**config.mk**
```make
export PLATFORM = sky130hd
export DESIGN_NAME = ldm_stm_sequencer
export DESIGN_NICKNAME = d
export VERILOG_FILES = /design/src/rtl/ldm_stm_sequencer.sv
export SDC_FILE = /design/constraint.sdc
export NUM_CORES = 1
export LEC_CHECK = 0
export CAP_MARGIN = 20
export CORE_MARGIN = 4
export CORE_UTILIZATION = 45
export DETAILED_ROUTE_END_ITERATION = 7
export GPL_TIMING_DRIVEN = 0
export PLACE_DENSITY = 0.77
export SYNTH_ARGS = -nofsm -noshare
export SYNTH_HDL_FRONTEND = slang
export SYNTH_SLANG_ARGS = --single-unit
export TNS_END_PERCENT = 30
```
**constraint.sdc**
```tcl
create_clock -name CLK -period 10.1 [get_ports CLK]
set_clock_uncertainty 0.15 [all_clocks]
set_input_delay 2.525 -clock CLK [delete_from_list [all_inputs] [get_ports CLK]]
set_output_delay 2.525 -clock CLK [all_outputs]
set_load 0.02 [all_outputs]
```
**src/rtl/ldm_stm_sequencer.sv**
```systemverilog
// ---------------------------------------------------------------------------
// ldm_stm_sequencer
//
// Multi-register transfer sequencer for ARM LDM/STM. It walks a 16-bit
// register list and moves one register per memory handshake. The lowest
// register index always goes to the lowest address. Loads write the
// register file one cycle after the memory handshake.
//
// Optional feature (compile-time macro LDM_STM_WRITEBACK_EN):
//   When defined, the DONE cycle writes FINAL_ADDR back to BASE_REG.
//   This write is skipped when a load also transfers BASE_REG, so the
//   loaded value is kept. When undefined, DONE never writes and BASE_REG
//   has no effect.
//
// Ports:
//   CLK, RESET          clock (rising edge), synchronous active-high reset
//   START               one-cycle request, sampled only in IDLE
//   IS_LOAD, UP         1 = LDM / 0 = STM; 1 = increment-after / 0 = decrement-before
//   REG_LIST            bit i set = transfer Ri
//   BASE_ADDR, BASE_REG base address (Rn value) and Rn index
//   MEM_READY/MEM_RDATA memory handshake and load data
//   RF_PA               register file port A read data (combinational)
//   RF_A                register file read select
//   RF_C, RF_WE, RF_WDATA register file write port
//   MEM_REQ, MEM_WE, MEM_ADDR, MEM_WDATA  memory request side
//   BUSY, DONE          high outside IDLE / one-cycle completion pulse
//   FINAL_ADDR          updated base address
// ---------------------------------------------------------------------------
module ldm_stm_sequencer #(
    parameter int WORD_BYTES = 4
) (
    input  logic        CLK,
    input  logic        RESET,
    input  logic        START,
    input  logic        IS_LOAD,
    input  logic        UP,
    input  logic [15:0] REG_LIST,
    input  logic [31:0] BASE_ADDR,
    input  logic [3:0]  BASE_REG,
    input  logic        MEM_READY,
    input  logic [31:0] MEM_RDATA,
    input  logic [31:0] RF_PA,
    output logic [3:0]  RF_A,
    output logic [3:0]  RF_C,
    output logic        RF_WE,
    output logic [31:0] RF_WDATA,
    output logic        MEM_REQ,
    output logic        MEM_WE,
    output logic [31:0] MEM_ADDR,
    output logic [31:0] MEM_WDATA,
    output logic        BUSY,
    output logic        DONE,
    output logic [31:0] FINAL_ADDR
);

`ifdef LDM_STM_WRITEBACK_EN
    localparam bit WB_EN = 1'b1;
`else
    localparam bit WB_EN = 1'b0;
`endif

    typedef enum logic [1:0] {S_IDLE, S_XFER, S_WB, S_DONE} state_t;

    state_t      state;
    logic [15:0] pending;
    logic        is_load_q;
    logic [3:0]  base_reg_q;
    logic        wb_ok;

    logic [4:0]  start_cnt;
    logic [31:0] span;
    logic [31:0] start_addr;
    logic [31:0] final_addr_c;
    logic [15:0] pending_nxt;

    function automatic logic [4:0] popcount16(input logic [15:0] v);
        logic [4:0] c;
        c = '0;
        for (int i = 0; i < 16; i++) c = c + 5'(v[i]);
        return c;
    endfunction

    // Index of the lowest set bit. An empty list returns 0.
    function automatic logic [3:0] lowest_set(input logic [15:0] v);
        logic [3:0] idx;
        idx = '0;
        for (int i = 15; i >= 0; i--) if (v[i]) idx = 4'(i);
        return idx;
    endfunction

    // Decrement-before starts at the bottom of the block. Registers then
    // fill upward, so the lowest index always lands at the lowest address.
    always_comb begin
        start_cnt    = popcount16(REG_LIST);
        span         = 32'(start_cnt) * 32'(WORD_BYTES);
        final_addr_c = UP ? (BASE_ADDR + span) : (BASE_ADDR - span);
        start_addr   = UP ? BASE_ADDR : (BASE_ADDR - span);
        pending_nxt  = pending & (pending - 16'd1);
    end

    // Store data comes straight from read port A. RF_A is already steering
    // that port to the current register.
    assign MEM_WDATA = (state == S_XFER) ? RF_PA : 32'h0;

    always_ff @(posedge CLK) begin
        if (RESET) begin
            state      <= S_IDLE;
            pending    <= '0;
            is_load_q  <= 1'b0;
            base_reg_q <= '0;
            wb_ok      <= 1'b0;
            RF_A       <= '0;
            RF_C       <= '0;
            RF_WE      <= 1'b0;
            RF_WDATA   <= '0;
            MEM_REQ    <= 1'b0;
            MEM_WE     <= 1'b0;
            MEM_ADDR   <= '0;
            BUSY       <= 1'b0;
            DONE       <= 1'b0;
            FINAL_ADDR <= '0;
        end else begin
            case (state)
                S_IDLE: begin
                    RF_WE <= 1'b0;
                    DONE  <= 1'b0;
                    if (START) begin
                        pending    <= REG_LIST;
                        is_load_q  <= IS_LOAD;
                        base_reg_q <= BASE_REG;
                        wb_ok      <= !(IS_LOAD && REG_LIST[BASE_REG]);
                        FINAL_ADDR <= final_addr_c;
                        MEM_ADDR   <= start_addr;
                        BUSY       <= 1'b1;
                        if (REG_LIST == 16'h0) begin
                            // Empty list: no transfers. The base is written back unchanged.
                            state <= S_DONE;
                            DONE  <= 1'b1;
                            RF_WE <= WB_EN;
                            if (WB_EN) begin
                                RF_C     <= BASE_REG;
                                RF_WDATA <= BASE_ADDR;
                            end
                        end else begin
                            state   <= S_XFER;
                            MEM_REQ <= 1'b1;
                            MEM_WE  <= !IS_LOAD;
                            RF_A    <= lowest_set(REG_LIST);
                        end
                    end
                end

                S_XFER: begin
                    // RF_WE is a single-cycle pulse. During a stall it drops,
                    // so each loaded word is written exactly once.
                    RF_WE <= 1'b0;
                    if (MEM_READY) begin
                        pending  <= pending_nxt;
                        MEM_ADDR <= MEM_ADDR + 32'(WORD_BYTES);
                        if (is_load_q) begin
                            RF_WE    <= 1'b1;
                            RF_C     <= RF_A;
                            RF_WDATA <= MEM_RDATA;
                        end
                        if (pending_nxt == 16'h0) begin
                            state   <= S_WB;
                            MEM_REQ <= 1'b0;
                            MEM_WE  <= 1'b0;
                            RF_A    <= '0;
                        end else begin
                            RF_A <= lowest_set(pending_nxt);
                        end
                    end
                end

                // The final load write is issued during this cycle by the
                // registers set on the last handshake.
                S_WB: begin
                    state <= S_DONE;
                    DONE  <= 1'b1;
                    RF_WE <= WB_EN && wb_ok;
                    if (WB_EN && wb_ok) begin
                        RF_C     <= base_reg_q;
                        RF_WDATA <= FINAL_ADDR;
                    end
                end

                S_DONE: begin
                    state <= S_IDLE;
                    DONE  <= 1'b0;
                    BUSY  <= 1'b0;
                    RF_WE <= 1'b0;
                end

                default: state <= S_IDLE;
            endcase
        end
    end

endmodule
```
==> flow_summary_export.csv, run 1 <==
group,metric,value,unit
status,run_status,"completed",
place,io_buffers,244,
floorplanning,initial_core_util,46.0,%
layout,layout_area_overhead,38.3,%
global_route,first_pass_grt_wire_length,50.9,mm
critical_path,timing.critical_path.cells,"clkdlybuf4s50_1 -> inv_1 -> fa_1 -> fa_1 -> fa_1 -> fa_1 -> inv_1 -> ha_1 -> fa_1 -> xor2_1 -> ha_1 -> buf_2 -> inv_1 -> a211o_1 -> a21o_1 -> buf_2 -> buf_1 -> nor3_1 -> xnor2_1 -> a21oi_1",
layout,finalNonFillerCells,1685,
logic_synthesis,synth_enable_flop_cells,0,
run,maxCapViolations,0,
drt,drt-met1-wl,13.1,mm
drt,dr_total_vias,9920,
logic_synthesis,post_synth_main_area_contributors,"sky130_fd_sc_hd__dfxtp_1 (30%), sky130_fd_sc_hd__nand2_1 (8.1%), sky130_fd_sc_hd__a21oi_1 (7.1%)",
timing,final_min_period,8.36,ns
clock_network,number_of_levels_in_the_clock_h_tree,4,
clock_network,cts_max_path_buffers,2,
timing,slew_viol_final,0,
critical_path,crit_path_top_delay_cell,"sky130_fd_sc_hd__clkdlybuf4s50_1",
critical_path,cp.arrival,8.51,ns
drt,routedWlPerCell,19.3,µm
critical_path,rrSetupSlack,6.95,ns
logic_synthesis,net_count_after_synthesis,1332,
logic_synthesis,yosys.cell_types.count,79,
timing,max_slew.worst_pin.slew,0.983,ns
clock_network,clkTransAtPathRegs,0.07,ns
timing,setup_viol,0,
global_route,grt_overflow,0,
drt,first_iter_violations,888,
timing,slew-limit-headroom,33.8,%
pwr,cellPowerDensity,259,nW/µm²
logic_synthesis,most_area_hungry_cell_type_in_the_yosys_netlist,"sky130_fd_sc_hd__dfxtp_1",
floorplanning,die-height,146,µm
logic_synthesis,netlist.area_leader.share,29.7,%
clock_network,clk_latency,0.43,ns
clock_network,clock_sink_count,128,
place,place.detailed.instances,1653,
logic_synthesis,synth-warning-count,0,
floorplanning,die_w,146,µm
drt,drt-pass1-iter-count,6,
logic_synthesis,synth_seq_area_share,29.7,%
global_route,initial_antenna_violation_count,0,
logic_synthesis,mappedNetlistArea,8630,µm²
critical_path,startpoint_type,"input port",
floorplanning,core,18800,µm²
floorplanning,dieArea,21400,µm²
critical_path,path_max_fanout,10,
global_route,grt_use_total,29.4,%
timing,achievable-frequency,120,MHz
clock_network,post_cts_resized,0,
place,gp_congestion,0.947,
layout,sequential_cell_area,2560,µm²
floorplanning,std_cell_rows,50,
critical_path,cp_common_cell,"sky130_fd_sc_hd__fa_1",
drt,highest-signal-layer,"met4",
timing,report.final.hold_viol_count,0,
layout,antennaDiodeCount,0,
logic_synthesis,post_synth_inst_count,1175,
layout,footprint_of_the_multi_input_gates,5520,µm²
timing,period_share,82.8,%
critical_path,critPathMaxStageDelay,0.59,ns
drt,aggregate_routed_wire_length,32.5,mm
drt,post_drt_via_cell_ratio,5.89,
floorplanning,pin_count,263,
logic_synthesis,fraction_of_synthesis_flops_using_an_asynchronous_set_or_reset_pin,0,%
drt,amount_of_wire_on_met3_after_detailed_routing,2.70,mm
place,post-dp-hpwl,24.9,mm
logic_synthesis,synth_flop_cell,"sky130_fd_sc_hd__dfxtp_1",
critical_path,kind_of_critical_path,"in2reg",
logic_synthesis,ys_ff_latch,128,
critical_path,cp.required,10.24,ns
timing,worst_hold_slack,0.303,ns
drt,drc,0,
logic_synthesis,synth.avg_cell_area,7.34,µm²
timing,rsz0062_at_grt,"no",
drt,post_detailed_route_count_of_antenna_violating_nets,0,
clock_network,hold_buffers,0,
layout,layout-drive-gt1-share,4.89,%
clock_network,cts_post_setup_buffers_inserted,0,
drt,met2_length,15.5,mm
clock_network,numCtsBuffers,17,
pwr,leakage_power,0.00424,µW
layout,fill_cells,1721,
logic_synthesis,synth.cells.most_frequent,"sky130_fd_sc_hd__nand2_1 (186), sky130_fd_sc_hd__dfxtp_1 (128), sky130_fd_sc_hd__a21oi_1 (122), sky130_fd_sc_hd__nor2_1 (84), sky130_fd_sc_hd__clkbuf_1 (72)",
layout,post_layout_nets,1595,
clock_network,cts.root.buffer_cell,"sky130_fd_sc_hd__clkbuf_16",
logic_synthesis,most_frequent_cell_after_synthesis,"sky130_fd_sc_hd__nand2_1",
critical_path,critPathCaptureType,"flip-flop",
pwr,vdd_drop_max,0.194,mV
worst_hold_path,min_path_type,"reg2reg",
global_route,grt_max_degree,17,
global_route,grt_pass1_vias,9377,
clock_network,clock_tree_from_tritoncts,"yes",
timing,totalNegativeSetupSlack,0,ns
[power by group]
part	switching (µW)	internal, µW
combinational	1090	684
sequential	104	607
clock	278	326
total	1470	1620
[worst max-delay path: cells and delay by family]
family | cells | cell delay (ns)
AO/OA/AOI/OAI | 3 | 0.48
XOR/XNOR | 2 | 0.70
adder cells (fa/ha/maj) | 7 | 2.88
buffers and inverters | 7 | 1.77
AND/OR/NAND/NOR | 1 | 0.12
[stage by stage]
stage	worst slack, ns	total power, µW	cell area, µm²	utilization [%]
after CTS	1.84	3060	11900	63.6
after detailed placement	1.42	2450	11400	60.5
after floorplan	2.71	1790	8630	-
after global routing	1.45	3270	11900	63.6
after global placement	1.46	2440	11400	60.5
final	1.74	3090	11900	63.6
[cell usage in the layout (no fill, tap or decap), drive strengths merged, types with 20 or more instances in the layout]
master / netlist / layout
ha: 23 / 23
inv: 44 / 53
nor3: 36 / 36
dfxtp: 128 / 128
clkbuf: 72 / 89
xnor2: 26 / 26
buf: 20 / 20
a21oi: 122 / 122
nor4: 28 / 28
nand2: 186 / 186
clkdlybuf4s50: 0 / 244
nand3: 37 / 37
and2: 34 / 34
o21ai: 69 / 69
nor2: 85 / 85
[metal layers]
| layer | track usage, % | vias up |
|---|---|---|
| met3 | 5.68 | 94 |
| li1 | - | 4723 |
| met2 | 48.9 | 487 |
| met5 | 0 | - |
| met1 | 37.5 | 4616 |
| met4 | 11.9 | 0 |
[state kept, by name, summed over array words and instances, names as in the netlist, 2 cells and up]
name / cells
FINAL_ADDR: 32
RF_A: 4
pending: 16
MEM_ADDR: 32
RF_WDATA: 32
state: 2
RF_C: 4
[cells by family after synthesis]
group	count (synthesis)	share of synthesized area, %
compound gates	324	23.7
xor+xnor	40	4.06
fa+ha+maj	37	6.37
buf+inv	136	6.28
flops	128	29.7
mux	8	0.943
simple gates	502	29.0
[area by class of cell]
class                   count  area share (%)
flip-flops and latches    128            21.5
repair buffers            244            20.5
multi-input cells         911            46.3
clock buffers              17            3.57
plain buffers              92            3.16
inverters                  44            1.38
clock inverters            15            1.20
well taps                 234            2.45
[worst paths after layout]
check                                               start                         to  cells past startpoint
worst min register to register  RF_WDATA[18]$_SDFFE_PP0P_  RF_WDATA[18]$_SDFFE_PP0P_                      2
worst max register to register      state[0]$_SDFFE_PP0P_  MEM_ADDR[18]$_SDFFE_PP0P_                     10
worst min-delay path            RF_WDATA[18]$_SDFFE_PP0P_  RF_WDATA[18]$_SDFFE_PP0P_                      2
worst max-delay path                          REG_LIST[7]  MEM_ADDR[25]$_SDFFE_PP0P_                     20
Power figures use the tool's default switching activity.
==> run 2: changes to the inputs <==
==> constraint.sdc (replaced) <==
create_clock -name CLK -period 8.45 [get_ports CLK]
set_clock_uncertainty 0.15 [all_clocks]
set_input_delay 2.1125 -clock CLK [delete_from_list [all_inputs] [get_ports CLK]]
set_output_delay 2.1125 -clock CLK [all_outputs]
set_load 0.02 [all_outputs]
==> results of run 2 <==
The final DEF is identical to that of run 1. Status: completed.
Main changes from that run: setup slack after placement 1.42 ns -> 0.177 ns; setup slack after layout 1.74 ns -> 0.501 ns; register-to-register setup slack 6.95 ns -> 5.30 ns; total power 3090 µW -> 3690 µW; worst IR drop on VDD 0.194 mV -> 0.232 mV
